==> config.mk <==
export PLATFORM = sky130hd
export DESIGN_NAME = multi_tick_prescaler
export DESIGN_NICKNAME = d
export VERILOG_FILES = /design/src/rtl/prescaler_pkg.sv /design/src/rtl/prescaler_channel.sv /design/src/rtl/multi_tick_prescaler.sv
export SDC_FILE = /design/constraint.sdc
export NUM_CORES = 1
export LEC_CHECK = 0
export CORE_MARGIN = 1.5
export CORE_UTILIZATION = 45
export CTS_CLUSTER_SIZE = 14
export DETAILED_ROUTE_END_ITERATION = 8
export GPL_ROUTABILITY_DRIVEN = 0
export PLACE_DENSITY = 0.62
export SLEW_MARGIN = 40
export SYNTH_ARGS = -nofsm -noshare
export SYNTH_HDL_FRONTEND = slang
export SYNTH_HIERARCHICAL = 1
export SYNTH_SLANG_ARGS = --single-unit
==> constraint.sdc <==
create_clock -name clk -period 3.95 [get_ports clk]
set_input_delay 0.5925 -clock clk [delete_from_list [all_inputs] [get_ports clk]]
set_output_delay 0.5925 -clock clk [all_outputs]
set_load 0.02 [all_outputs]
==> src/rtl/prescaler_pkg.sv <==
// Shared constants and helpers for the multi-channel tick prescaler.
package prescaler_pkg;

    localparam int DEF_NCH     = 4;
    localparam int DEF_CW      = 16;
    localparam int DEF_DIV_VAL = 20;

    // Index width for a channel select; never narrower than one bit.
    function automatic int clog2_min1(input int n);
        return (n <= 2) ? 1 : $clog2(n);
    endfunction

endpackage

==> src/rtl/prescaler_channel.sv <==
// One prescaler channel: period counter, active divisor, shadow divisor and tick.
module prescaler_channel
    import prescaler_pkg::*;
#(
    parameter int CW      = DEF_CW,
    parameter int DEF_DIV = DEF_DIV_VAL
) (
    input  logic          clk,
    input  logic          rst,
    input  logic          en,
    input  logic          sync_clr,
    input  logic          wr,
    input  logic [CW-1:0] wr_val,
    output logic          tick,
    output logic          busy
);

    logic [CW-1:0] cnt;
    logic [CW-1:0] div;
    logic [CW-1:0] shadow;
    logic          wrap;

    // Divisors 0 and 1 both mean "every cycle"; this also keeps div-1 from underflowing.
    assign wrap = (div <= CW'(1)) || (cnt == div - CW'(1));

    always_ff @(posedge clk) begin
        if (rst) begin
            cnt    <= '0;
            div    <= CW'(DEF_DIV);
            shadow <= '0;
            tick   <= 1'b0;
            busy   <= 1'b0;
        end else begin
            if (sync_clr) begin
                cnt  <= '0;
                tick <= 1'b0;
                if (busy) begin
                    div  <= shadow;
                    busy <= 1'b0;
                end
            end else if (en) begin
                if (wrap) begin
                    tick <= 1'b1;
                    cnt  <= '0;
                    if (busy) begin
                        div  <= shadow;
                        busy <= 1'b0;
                    end
                end else begin
                    tick <= 1'b0;
                    cnt  <= cnt + CW'(1);
                end
            end else begin
                // A stalled channel takes its new divisor at once and restarts the period.
                tick <= 1'b0;
                if (busy) begin
                    div  <= shadow;
                    busy <= 1'b0;
                    cnt  <= '0;
                end
            end
            // wr is only asserted while busy is low, so it cannot meet an apply.
            if (wr) begin
                shadow <= wr_val;
                busy   <= 1'b1;
            end
        end
    end

endmodule

==> src/rtl/multi_tick_prescaler.sv <==
// N-channel programmable tick generator with a valid/ready divisor write port.
module multi_tick_prescaler
    import prescaler_pkg::*;
#(
    parameter int NCH     = DEF_NCH,
    parameter int CW      = DEF_CW,
    parameter int DEF_DIV = DEF_DIV_VAL,
    localparam int CHW    = clog2_min1(NCH)
) (
    input  logic           clk,
    input  logic           rst,
    input  logic [NCH-1:0] en,
    input  logic           sync_clr,
    input  logic           div_valid,
    input  logic [CHW-1:0] div_ch,
    input  logic [CW-1:0]  div_val,
    output logic           div_ready,
    output logic [NCH-1:0] tick,
    output logic [NCH-1:0] busy
);

    localparam int NPAD = 1 << CHW;

    logic [NPAD-1:0] busy_pad;
    logic            in_range;
    logic            accept;

    // Handshake: a write transfers on a clock edge where div_valid and div_ready
    // are both high; the requester holds div_ch/div_val stable until then.
    // div_ready depends only on registered busy and the request's channel.
    assign busy_pad  = NPAD'(busy);
    assign in_range  = ({1'b0, div_ch} < (CHW+1)'(NCH));
    assign div_ready = in_range & ~busy_pad[div_ch];
    assign accept    = div_valid & div_ready;

    for (genvar i = 0; i < NCH; i++) begin : g_ch
        prescaler_channel #(
            .CW      (CW),
            .DEF_DIV (DEF_DIV)
        ) u_ch (
            .clk      (clk),
            .rst      (rst),
            .en       (en[i]),
            .sync_clr (sync_clr),
            .wr       (accept && (div_ch == CHW'(i))),
            .wr_val   (div_val),
            .tick     (tick[i]),
            .busy     (busy[i])
        );
    end

endmodule

==> results of run 1 <==
[cell families after synthesis]
group | synth area share [%]
buffers and inverters | 5.11
and+or+nand+nor | 23.9
muxes | 12.5
adders and majority gates | 1.41
xor gates and xnor gates | 6.57
AOI/OAI and AO/OA | 13.0
DFF | 37.5
[how the worst min path moves through the flow]
stage                             endpoint
global route        g_ch[2].u_ch/shadow[9]
finish                 g_ch[3].u_ch/div[8]
floorplan              g_ch[0].u_ch/div[0]
global placement       g_ch[1].u_ch/div[3]
CTS                    g_ch[3].u_ch/div[8]
detailed placement     g_ch[3].u_ch/div[8]
[metal layers]
metal	global-route usage (%)	vias to the layer above
li1	-	4327
met2	32.9	165
met3	3.61	16
met5	0	-
met4	4.40	0
met1	29.1	4040
[Yosys cell counts (18+ instances only)]
| cell type | n |
|---|---|
| nand3_1 | 29 |
| mux2i_1 | 131 |
| inv_1 | 19 |
| a21oi_1 | 56 |
| nor3_1 | 45 |
| nand2_1 | 45 |
| nor2_1 | 171 |
| nor4_1 | 18 |
| and3_1 | 37 |
| clkbuf_1 | 32 |
| xor2_1 | 30 |
| a31oi_1 | 47 |
| or2b_1 | 18 |
| xnor2_1 | 50 |
| dfxtp_1 | 200 |
| o21ai_0 | 25 |
[critical path, stage by stage, from the launching register on]
cell       delay, ns
dfxtp_1         0.51
inv_1           0.08
ha_1            0.28
nor4b_1         0.17
o21a_1          0.18
o311ai_0        0.45
o2111ai_2       0.24
nor4_4          0.44
nor3_2          0.06
buf_4           0.24
and3_1          0.18
a221o_1         0.24
[where the power goes]
| group | leakage [nW] | switching, W | total (W) | internal (W) |
|---|---|---|---|---|
| clock | 0.265 | 0.000770 | 0.00163 | 0.000855 |
| sequential | 1.62 | 0.0000328 | 0.00208 | 0.00205 |
| combinational | 2.62 | 0.000167 | 0.000285 | 0.000118 |
[registers in the layout (all words and copies together) (netlist names)]
name,flops
g_ch.u_ch/div,64
g_ch.u_ch/shadow,64
g_ch.u_ch/tick,4
g_ch.u_ch/busy,4
g_ch.u_ch/cnt,64
[layout make-up]
cell class | instances | area [sq um]
fillers | 2209 | 11600
multi-input cells | 896 | 6200
flip-flops and latches | 200 | 4000
repair buffers | 58 | 522
clock buffers | 21 | 470
well taps | 319 | 399
clock inverters | 11 | 73.8
inverters | 19 | 71.3
[stage by stage]
stage	power, W	worst slack (ns)	instance area (sq um)	std cells
2_1_floorplan	0.00231	1.22	10700	1187
3_3_place_gp	0.00241	0.884	11200	1492
3_5_place_dp	0.00241	0.822	11200	1492
4_1_cts	0.00404	0.795	11700	1524
5_1_grt	0.00415	0.506	11700	1524
6_report	0.00399	0.758	11700	1524
==> reports/metrics.cfg, run 1 <==
[logic_synthesis]
async_flop_share_pct = 0
syn_area_sq_mm = 0.0107
yosys-top-cells-area = dfxtp_1 (38%), mux2i_1 (12%), nor2_1 (6.0%), xnor2_1 (4.1%), a31oi_1 (2.8%)
synth_ff_type = dfxtp_1
ys_warn_count = 6
yosysSeqAreaShare_pct = 37.5
synth_edf_count = 0
syn-instance-count = 1187
netlist.area_leader.share_pct = 37.5
ys_ff_latch = 200
syn_area_per_cell_sq_um = 8.99
post-synth-top-area-cell = dfxtp_1
synth_nets = 1225
synth_cell_types = 65

[clock_network]
cts_buffer_depth = 2
htreeDepth = 4
cts.clk_slew.worst_paths_ns = 0.07
postCtsResizedCells = 0
clock-sinks = 200
clk_latency_ns = 0.43
cts_post_setup_buffers_inserted = 0
cts_buffers = 17
holdBufCountCts = 0
cts_tree = done
root_buffer = clkbuf_16

[placed_design]
port_buffers = 34
dp_hpwl_microns = 17100

[die]
fp-row-count = 56
core_area_sq_mm = 0.0233
die_y_microns = 157
ios = 35
die-area_sq_mm = 0.0246
start_util_pct = 45.7
dieWidth_microns = 157

[worst_setup_path]
critical_path_peak_fanout = 26
cp.arrival_ns = 3.51
cp-end-kind = flip-flop
reg2reg_slack_ns = 0.76
r2r_end = g_ch[1].u_ch/cnt[15]
cp.required_ns = 4.27
r2r-start = g_ch[1].u_ch/div[0]
critPathKind = flip-flop to flip-flop
cp-endpoint = g_ch[1].u_ch/cnt[15]
ff2ff_path_depth = 11
start_kind = flip-flop
crit_path_start = g_ch[1].u_ch/div[0]

[timing]
setup_viol = 0
tightest_slew_ns = 0.777
max_clock_freq_mhz = 313
min_period_ns = 3.19
post-route-period-util_pct = 80.8
rsz0062_at_grt = false
finClkSkew_ns = 0.00734
slew_headroom_pct = 47.8
fin_setup_tns_ns = 0
holdWs_ns = 0.489
slew_viol_final = 0
hold_viol = 0

[min_path]
hold_class = flip-flop to flip-flop
min-delay-start = g_ch[3].u_ch/shadow[8]
min_path_cells = 2

[final_layout]
nets = 1230
final_cell_mix = dfxtp_1 (200), nor2_1 (171), mux2i_1 (131)
drive_above_1_share_pct = 8.38
n_antenna_cell = 0
area_growth_pct = 10.0
final_common_cell = dfxtp_1
final_core_util_pct = 50.3

[power]
powerDensity_mw_per_mm2 = 340
ir_drop_mv = 0.220
p_leak_nw = 4.50

[route]
top_layer = met4
via_count = 8548
dr_wl_met3_microns = 975
wl_per_cell_microns = 16.1
first_iter_violations = 624
drt-met1-wl_microns = 12400
via_per_inst = 5.61
antenna_left = 0
wl_microns = 24500
drt-pass1-iter-count = 5
drc = 0
dr_wl_met2_microns = 10900

[global_route]
grt_max_degree = 89
grt_use_total_pct = 20.6
grt_antenna_before_repair = 0
grt_pass1_vias = 7829
grt_first_pass_wirelength_microns = 40700
gr-total-overflow = 0

[run_status]
status = completed

[run]
max_cap_violations = 0

Note: power is estimated with default switching activity, not from simulation.
==> run 2: changes to the inputs <==
==> constraint.sdc (replaced) <==
create_clock -name clk -period 3.3 [get_ports clk]
set_input_delay 0.495 -clock clk [delete_from_list [all_inputs] [get_ports clk]]
set_output_delay 0.495 -clock clk [all_outputs]
set_load 0.02 [all_outputs]
==> run 2 against run 1 <==
  * Flip-flop and latch count did not move
  * First-iteration DRC count rose by 0.16%
  * Sequential power rose by 20%
  * Via count rose by 1.2%
  * Setup slack got worse by 0.52 ns
  * Largest power group unchanged
==> reports/metrics.cfg, run 2 (synthesis gave the netlist of run 1 again) <==
[run_status]
status = completed

[final_layout]
nFillCells = 2143  ; -3.0%
final_area_sq_mm = 0.0121  ; +2.9%
area_growth_pct = 13.2
reg_top3 = g_ch.u_ch/cnt (64), g_ch.u_ch/div (64), g_ch.u_ch/shadow (64)
nets = 1252  ; +1.8%
n_antenna_cell = 0  ; unchanged
fin_cells = 1545  ; +1.4%
drive_above_1_share_pct = 10.0  ; +1.7 points
final_cell_mix = dfxtp_1 (200), nor2_1 (171), mux2i_1 (131)
final_common_cell = dfxtp_1

[power]
p_clk_share_pct = 46.0  ; +5.3 points
intPower_w = 0.00408  ; +35%
p_switching_w = 0.00117  ; +21%
p_leak_nw = 4.69  ; +4.3%
p_seq_share_pct = 47.3  ; -4.8 points
swShare_pct = 22.3  ; -2.0 points
ir_drop_mv = 0.302  ; +37%
powerDensity_mw_per_mm2 = 435  ; +28%
share_comb_of_total_power_pct = 6.7  ; -0.4 points

[run]
max_cap_violations = 0  ; unchanged

[global_route]
grt_first_pass_wirelength_microns = 39900  ; -2.0%
grt_antenna_before_repair = 0  ; unchanged
grt_pass1_vias = 7819  ; -0.13%
grt_max_degree = 89  ; unchanged
gr-total-overflow = 0  ; unchanged
grt_use_total_pct = 20.2  ; -0.38 points

[route]
first_iter_violations = 625  ; +0.16%
via_count = 8652  ; +1.2%
drt-pass1-iter-count = 5  ; unchanged
wl_per_cell_microns = 15.8  ; -1.4%
via_per_inst = 5.60  ; -0.16%
antenna_left = 0  ; unchanged
wl_microns = 24400  ; about the same
drc = 0  ; unchanged

[clock_network]
htreeDepth = 4  ; unchanged
holdBufCountCts = 0  ; unchanged
root_buffer = clkbuf_16
cts_buffers = 17  ; unchanged
cts.clk_slew.worst_paths_ns = 0.07  ; about the same
cts_buffer_depth = 2  ; unchanged
clk_latency_ns = 0.43  ; about the same
clock-sinks = 200  ; unchanged
cts_tree = done

[min_path]
worstHoldEndpoint = g_ch[0].u_ch/busy
min-delay-start = rst
hold_class = input pin to flip-flop
min_path_cells = 2  ; unchanged

[worst_setup_path]
cp.arrival_ns = 3.36  ; -0.15 ns
ff2ff_path_depth = 13  ; +2
worst_path_most_repeated_cell = buf_4
cp.required_ns = 3.60  ; -0.67 ns
cp_num_buf_inv = 4  ; +2
critical_path.top_delay_family = compound AO/OA/AOI/OAI gates
reg2reg_slack_ns = 0.24  ; -0.52 ns
worstPathCellList = inv_1 -> ha_1 -> buf_4 -> nor4b_1 -> o21a_1 -> o311ai_0 -> o2111ai_2 -> nor4_4 -> buf_4 -> o41ai_4 -> buf_4 -> nor3_1 -> a21oi_1
critPathKind = flip-flop to flip-flop
crit_slowest_cell = o311ai_0
max_stage_delay_ns = 0.50  ; about the same
start_kind = flip-flop
cp-end-kind = flip-flop
r2r-start = g_ch[2].u_ch/div[1]
critical_path_peak_fanout = 18  ; -31%
r2r_end = g_ch[2].u_ch/div[4]

[placed_design]
dp_slack_ns = 0.181  ; -0.641 ns
dp_hpwl_microns = 17100  ; -0.15%
port_buffers = 34  ; unchanged
dp.cells = 1514  ; +1.5%
placed_cell_area_sq_mm = 0.0114  ; +1.8%

[timing]
setup_viol = 0  ; unchanged
min_period_ns = 3.06  ; -0.134 ns
post-route-period-util_pct = 92.7  ; +12 points
worst_slack_ns = 0.242  ; -0.516 ns
fin_setup_tns_ns = 0  ; unchanged
slew_headroom_pct = 43.9  ; -3.9 points
rsz0062_at_grt = false
finClkSkew_ns = 0.00830  ; +0.000961 ns
hold_viol = 0  ; unchanged
tightest_slew_ns = 0.835  ; +0.0586 ns
max_clock_freq_mhz = 327  ; +4.4%
slew_viol_final = 0  ; unchanged

[die]
start_util_pct = 45.7  ; unchanged
die-area_sq_mm = 0.0246  ; unchanged
dieWidth_microns = 157  ; unchanged
core_area_sq_mm = 0.0233  ; unchanged
fp-row-count = 56  ; unchanged
ios = 35  ; unchanged
die_y_microns = 157  ; unchanged

## run 2: cell types whose count changed in the layout (fill, tap and decap cells not counted), moves of 3 or more
cell,before,now
nor3_4,0,4
buf_4,24,44
nor3_2,5,1
clkinv_2,5,2
bufinv_16,0,6
clkinvlp_4,3,0
## run 2: routing by layer
| layer | share of wire, % | routed length [microns] | track usage [%] | vias to the layer above |
|---|---|---|---|---|
| met5 | 0 | 0 | 0 | - |
| met4 | 0.90 | 221 | 5.03 | 0 |
| met3 | 3.7 | 914 | 2.86 | 19 |
| met2 | 45 | 10900 | 32.1 | 153 |
| met1 | 51 | 12400 | 28.9 | 4118 |
| li1 | - | - | - | 4362 |
## run 2: how the worst max path moves through the flow
stage,cells past startpoint,end,start
2_1_floorplan,12,g_ch[3].u_ch/div[9],g_ch[3].u_ch/div[0]
3_3_place_gp,10,g_ch[3].u_ch/cnt[9],g_ch[3].u_ch/div[0]
3_5_place_dp,13,g_ch[1].u_ch/div[0],g_ch[1].u_ch/div[0]
4_1_cts,13,g_ch[1].u_ch/div[0],g_ch[1].u_ch/div[0]
5_1_grt,12,g_ch[0].u_ch/div[10],g_ch[0].u_ch/div[0]
6_report,13,g_ch[2].u_ch/div[4],g_ch[2].u_ch/div[1]
## run 2: power by group through the flow
stage                     Combinational [W]  Clock (W)  Sequential (W)
after floorplan                    0.000237          0         0.00253
after global routing               0.000384    0.00255         0.00249
after global placement             0.000345          0         0.00254
after detailed placement           0.000348          0         0.00254
final                              0.000352    0.00242         0.00249
after CTS                          0.000350    0.00247         0.00249
## run 2: layout make-up
cell class,instances,area [sq um],area share [%]
Sequential cell,200,4000,33.2
Tap cell,319,399,3.31
Timing Repair Buffer,80,712,5.90
Inverter,19,71.3,0.591
Clock buffer,20,467,3.87
Multi-Input combinational cell,896,6200,51.4
Clock inverter,11,216,1.79
## run 2: metrics by stage
step | utilization, % | hold WS [ns] | total power (W)
2_1_floorplan | - | 0.460 | 0.00277
3_3_place_gp | 48.7 | 0.467 | 0.00289
3_5_place_dp | 48.8 | 0.476 | 0.00289
4_1_cts | 51.7 | 0.413 | 0.00531
5_1_grt | 51.7 | 0.424 | 0.00543
6_report | 51.7 | 0.433 | 0.00525
## run 2: repair_timing
item,CTS,global route
gates resized for setup,0,3
endpoints found under the setup margin,0,24
setup buffers,0,0
==> run 3: changes to the inputs <==
--- a/config.mk
+++ b/config.mk
@@ -5,6 +5,7 @@
 export SDC_FILE = /design/constraint.sdc
 export NUM_CORES = 1
 export LEC_CHECK = 0
+export CORE_ASPECT_RATIO = 0.8
 export CORE_MARGIN = 1.5
 export CORE_UTILIZATION = 45
 export CTS_CLUSTER_SIZE = 14
==> run 3 against run 2 <==
  * Design area down 0.84%
  * Register-to-register slack about the same
  * Core utilization down 0.44 points
  * Via count down 1.0%
  * Global-route usage up 0.20 points
==> reports/metrics.cfg, run 3 (synthesis gave the netlist of run 1 again) <==
[die]
dieWidth_microns = 175  ; +12%
start_util_pct = 45.7  ; about the same
die-area_sq_mm = 0.0246  ; about the same
ios = 35  ; unchanged
die_y_microns = 141  ; -10%
fp-row-count = 50  ; -11%
core_area_sq_mm = 0.0233  ; about the same

[power]
share_comb_of_total_power_pct = 7.5  ; +0.8 points
p_leak_nw = 4.65  ; -1.0%
p_seq_share_pct = 51.5  ; +4.2 points
powerDensity_mw_per_mm2 = 403  ; -7.4%
ir_drop_mv = 0.362  ; +20%
p_switching_w = 0.00124  ; +5.8%
intPower_w = 0.00359  ; -12%
p_clk_share_pct = 41.1  ; -4.9 points
swShare_pct = 25.7  ; +3.4 points

[run_status]
status = completed

[timing]
fin_setup_tns_ns = 0  ; unchanged
tightest_slew_ns = 0.651  ; -0.184 ns
setup_viol = 0  ; unchanged
min_period_ns = 3.05  ; -0.00974 ns
max_clock_freq_mhz = 328  ; +0.32%
hold_viol = 0  ; unchanged
rsz0062_at_grt = false
finClkSkew_ns = 0.0117  ; +0.00345 ns
slew_viol_final = 0  ; unchanged
post-route-period-util_pct = 92.4  ; -0.30 points
worst_slack_ns = 0.252  ; +0.00974 ns
slew_headroom_pct = 56.4  ; +13 points

[final_layout]
final_core_util_pct = 51.3  ; -0.44 points
n_antenna_cell = 0  ; unchanged
reg_top3 = g_ch.u_ch/cnt (64), g_ch.u_ch/div (64), g_ch.u_ch/shadow (64)
area_growth_pct = 12.2
final_common_cell = dfxtp_1
final_area_sq_mm = 0.0120  ; -0.84%
nets = 1256  ; +0.32%
final_cell_mix = dfxtp_1 (200), nor2_1 (171), mux2i_1 (131)
drive_above_1_share_pct = 10.3  ; +0.28 points

[worst_setup_path]
cp.arrival_ns = 3.35  ; about the same
cp.required_ns = 3.60  ; about the same
critPathKind = flip-flop to flip-flop
start_kind = flip-flop
cp-end-kind = flip-flop
critical_path_peak_fanout = 18  ; unchanged

[route]
wl_per_cell_microns = 16.0  ; +1.0%
wl_microns = 24700  ; +0.88%
drt-pass1-iter-count = 5  ; unchanged
antenna_left = 0  ; unchanged
first_iter_violations = 682  ; +9.1%
drc = 0  ; unchanged
via_per_inst = 5.55  ; -0.89%
via_count = 8564  ; -1.0%

[clock_network]
cts_buffers = 17  ; unchanged
postCtsResizedCells = 0  ; unchanged
holdBufCountCts = 0  ; unchanged
root_buffer = clkbuf_16
cts.clk_slew.worst_paths_ns = 0.07  ; about the same
cts_buffer_depth = 2  ; unchanged
cts_tree = done
clk_latency_ns = 0.44  ; about the same
cts_post_setup_buffers_inserted = 0  ; unchanged
clock-sinks = 200  ; unchanged
htreeDepth = 4  ; unchanged

[global_route]
gr-total-overflow = 0  ; unchanged
grt_first_pass_wirelength_microns = 40600  ; +1.8%
grt_use_total_pct = 20.4  ; +0.20 points
grt_antenna_before_repair = 0  ; unchanged
grt_pass1_vias = 7845  ; +0.33%
grt_max_degree = 89  ; unchanged

[min_path]
hold_class = input pin to flip-flop

[run]
max_cap_violations = 0  ; unchanged

[placed_design]
dp_hpwl_microns = 17600  ; +2.7%
dp_slack_ns = 0.159  ; -0.0220 ns
port_buffers = 34  ; unchanged
placed_cell_area_sq_mm = 0.0114  ; +0.35%

run 3: cell types whose count changed in the layout (fill, tap and decap cells not counted), moves of 2 or more:
cell / before / now
bufinv_16: 6 / 0
clkinv_4: 1 / 6
buf_4: 44 / 47
clkbuf_8: 3 / 0
clkinvlp_4: 0 / 2
inv_6: 2 / 4
run 3: metal layers:
metal | global-route usage [%] | share of wire, % | up-vias
met4 | 5.76 | 0.90 | 0
met3 | 3.40 | 4.1 | 14
li1 | - | - | 4382
met2 | 30.7 | 43 | 155
met1 | 30.0 | 52 | 4013
met5 | 0 | 0 | -
run 3: area by class of cell:
class                      instances  area, sq um
fill                            2179        11400
clock inverter                    14          119
timing repair buffer              84          754
inverter                          19         71.3
sequential                       200         4000
clock buffer                      18          429
tap                              312          390
multi-input combinational        896         6200
run 3: path summary, 6_finish.rpt:
| path | cells past startpoint | slack (ns) | end | start |
|---|---|---|---|---|
| hold reg to reg | 2 | 0.49 | g_ch[0].u_ch/shadow[10] | g_ch[0].u_ch/shadow[10] |
| setup reg to reg | 13 | 0.25 | g_ch[0].u_ch/div[7] | g_ch[0].u_ch/div[1] |
| hold / removal | 2 | 0.36 | g_ch[0].u_ch/cnt[1] | rst |
| setup / recovery | 13 | 0.25 | g_ch[0].u_ch/div[7] | g_ch[0].u_ch/div[1] |
run 3: power by group through the flow:
stage | registers (W) | logic, W | clock network, W
after floorplan | 0.00253 | 0.000237 | 0
after global placement | 0.00254 | 0.000351 | 0
after detailed placement | 0.00254 | 0.000356 | 0
after CTS | 0.00248 | 0.000358 | 0.00204
after global routing | 0.00249 | 0.000392 | 0.00214
final | 0.00248 | 0.000360 | 0.00198
run 3: through the flow:
stage	instances	hold slack, ns	power (W)
global route	1543	0.358	0.00502
finish	1543	0.359	0.00483
CTS	1543	0.333	0.00488
floorplan	1187	0.460	0.00277
global placement	1511	0.468	0.00289
detailed placement	1511	0.474	0.00290
run 3: worst max-delay path: stages (launching register included):
cell and delay [ns]:
dfxtp_1 0.42, inv_1 0.09, ha_1 0.21, buf_4 0.16, nor4b_1 0.14, o21a_1 0.18, o311ai_0 0.44, o2111ai_2 0.23
nor4_4 0.40, buf_4 0.20, o41ai_4 0.07, buf_12 0.17, mux2i_1 0.16, nor2_1 0.05
==> RTL change: new RTL, flow settings as in run 2 <==
Add an input register stage for `div_val`, without a reset; this delays it by one clock. The other inputs are not delayed to match.
--- a/src/rtl/multi_tick_prescaler.sv
+++ b/src/rtl/multi_tick_prescaler.sv
@@ -22,4 +22,10 @@
     localparam int NPAD = 1 << CHW;
 
+    logic [CW-1:0] div_val_q;
+
+    always_ff @(posedge clk) begin
+        div_val_q <= div_val;
+    end
+
     logic [NPAD-1:0] busy_pad;
     logic            in_range;
@@ -44,5 +50,5 @@
             .sync_clr (sync_clr),
             .wr       (accept && (div_ch == CHW'(i))),
-            .wr_val   (div_val),
+            .wr_val   (div_val_q),
             .tick     (tick[i]),
             .busy     (busy[i])
Formal check against the unedited RTL: not equivalent (Yosys sat finds a counterexample within 4 cycles, from zero or initial values and one cycle with rst high).
==> RTL change against run 2 <==
  * Worst setup slack better by 8.2 ps
  * Routed wire length up 3.8%
  * Count of clock-buffer cells in the layout up 10
  * Sequential cell count up 16
  * Global-route usage down 0.49 points
  * Synthesized area up 3.0%
  * Power up 12%
  * Via count up 1.5%
  * Final area up 3.9%
  * Critical endpoint is now g_ch[0].u_ch/div[14]$_SDFFE_PP0P_
  * Largest cell class unchanged
==> RTL change: results (changes against run 2) <==
* Outcome: finished clean
* Slew @ Worst Pin at 791.6 ps (-43.87 ps)
* Final Skew at 26.68 ps (+18.38 ps)
* # H-tree levels at 1 (-3)
* Average wire per standard cell at 16.15 um (+2.0%)
* Hold Crit Endpoint: g_ch[1].u_ch/div[8]$_SDFFE_PP0P_
* Fmax at 327.9 MHz (+0.27%)
* Sw Ratio at 0.2292 (+0.006086)
* Main area contributors after synthesis: dfxtp_1, mux2i_1, nor2_1, xnor2_1, a31oi_1
* Signal buffers at 77 (-3.8%)
* Peak VDD IR at 0.4622 mV (+53%)
* Met2 Resource Use GR at 0.3158 (-0.004891)
* Post-CTS Setup Bufs at 0 (unchanged)
* Seq/Total Area, Yosys at 0.3936 (+0.01830)
* Met2 wire len at 11500 um (+5.1%)
* CORE AREA at 23680 sq um (+1.5%)
* Slowest CP cell: or4_1
* Via count at 8785 (+1.5%)
* Dpl cells at 1527 (+0.86%)
* CP Data Arrival Time at 3430 ps (+70 ps)
* DR iter-0 viols at 596 (-4.6%)
* CP endpoint: g_ch[0].u_ch/div[14]$_SDFFE_PP0P_
* Top FF cell, synth: dfxtp_1
* Clk buf depth at 3 (+1)
* Fillers at 2299 (+7.3%)
* Mapped Nets at 1241 (+1.3%)
* Layout cells sized above 1 at 0.1038 (+0.003508)
* Crit-path leading delay family: simple AND/OR/NAND/NOR gates
* Synth Register Bits at 216 (+8.0%)
* Syn_area_per_cell at 9.132 sq um (+1.6%)
* Num CTS Buffers at 24 (+7)
* Met3 usage at 0.02787 (-0.0007625)
* CP Max Fanout at 18 (unchanged)
* Clock Latency Late Sink at 530 ps (+100 ps)
* Clock tree cell share of total cell area at 0.06824 (+0.01166)
* Inserted Diodes at 0 (unchanged)
* Final nets at 1272 (+1.6%)
* Routed wl met3 at 1012 um (+11%)
* Reg2reg end: g_ch[0].u_ch/div[14]$_SDFFE_PP0P_
* Commonest cells post-synth: dfxtp_1, nor2_1, mux2i_1
* P&R area growth vs syn at 14.16%
* Met1 WL at 12430 um (+0.45%)
* Worst setup path startpoint: g_ch[0].u_ch/div[1]$_SDFFE_PP0P_
* Total GRT Usage at 0.1976 (-0.004852)
* Pre-CTS WS at 205.8 ps (+24.43 ps)
* Detailed placement HPWL at 17720 um (+3.5%)
* Post-route insts no fill at 1571 (+1.7%)
* NonClk Buf Share at 0.05467 (-0.004289)
* WHS at 323.6 ps (-108.9 ps)
* Reg2Reg Depth at 11 (-2)
* Met1 Track Usage GR at 0.2808 (-0.007842)
* Vias in the first global route at 8036 (+2.8%)
* Largest net degree at the start of global routing at 82 (-7.9%)
* CLK BUF at 30 (+50%)
* Global-route wire length before repair at 41530 um (+4.2%)
* Leakage Power at 4.885 nW (+4.1%)
* Sequential cell area at 4324 sq um (+8.0%)
* Share of cell area taken by multi-input logic gates at 0.4948 (-0.01912)
* Dpl cell area at 11680 sq um (+2.7%)
## RTL change: changes by cell type in the layout (fill, tap and decap cells not counted), sizes merged, moves of 3 or more
| cell | change |
|---|---|
| buf | -3 |
| clkinvlp | +4 |
| dfxtp | +16 |
| clkbuf | +10 |
| clkinv | +3 |
## RTL change: power groups by stage
stage	clock network, mW	registers [mW]	logic, mW
after floorplan	0	2.74	0.237
after global placement	0	2.78	0.330
after detailed placement	0	2.78	0.333
after CTS	2.89	2.72	0.336
after global routing	3.02	2.72	0.369
final	2.83	2.72	0.334
## RTL change: cells by family after synthesis
kind of cell	after synthesis	synth area share
adder cells (fa/ha/maj)	12	0.01367
buffers and inverters	91	0.04966
multiplexers	132	0.1214
flip-flops	216	0.3936
AO/OA/AOI/OAI	203	0.1259
AND/OR/NAND/NOR	469	0.2320
XOR/XNOR	80	0.06378
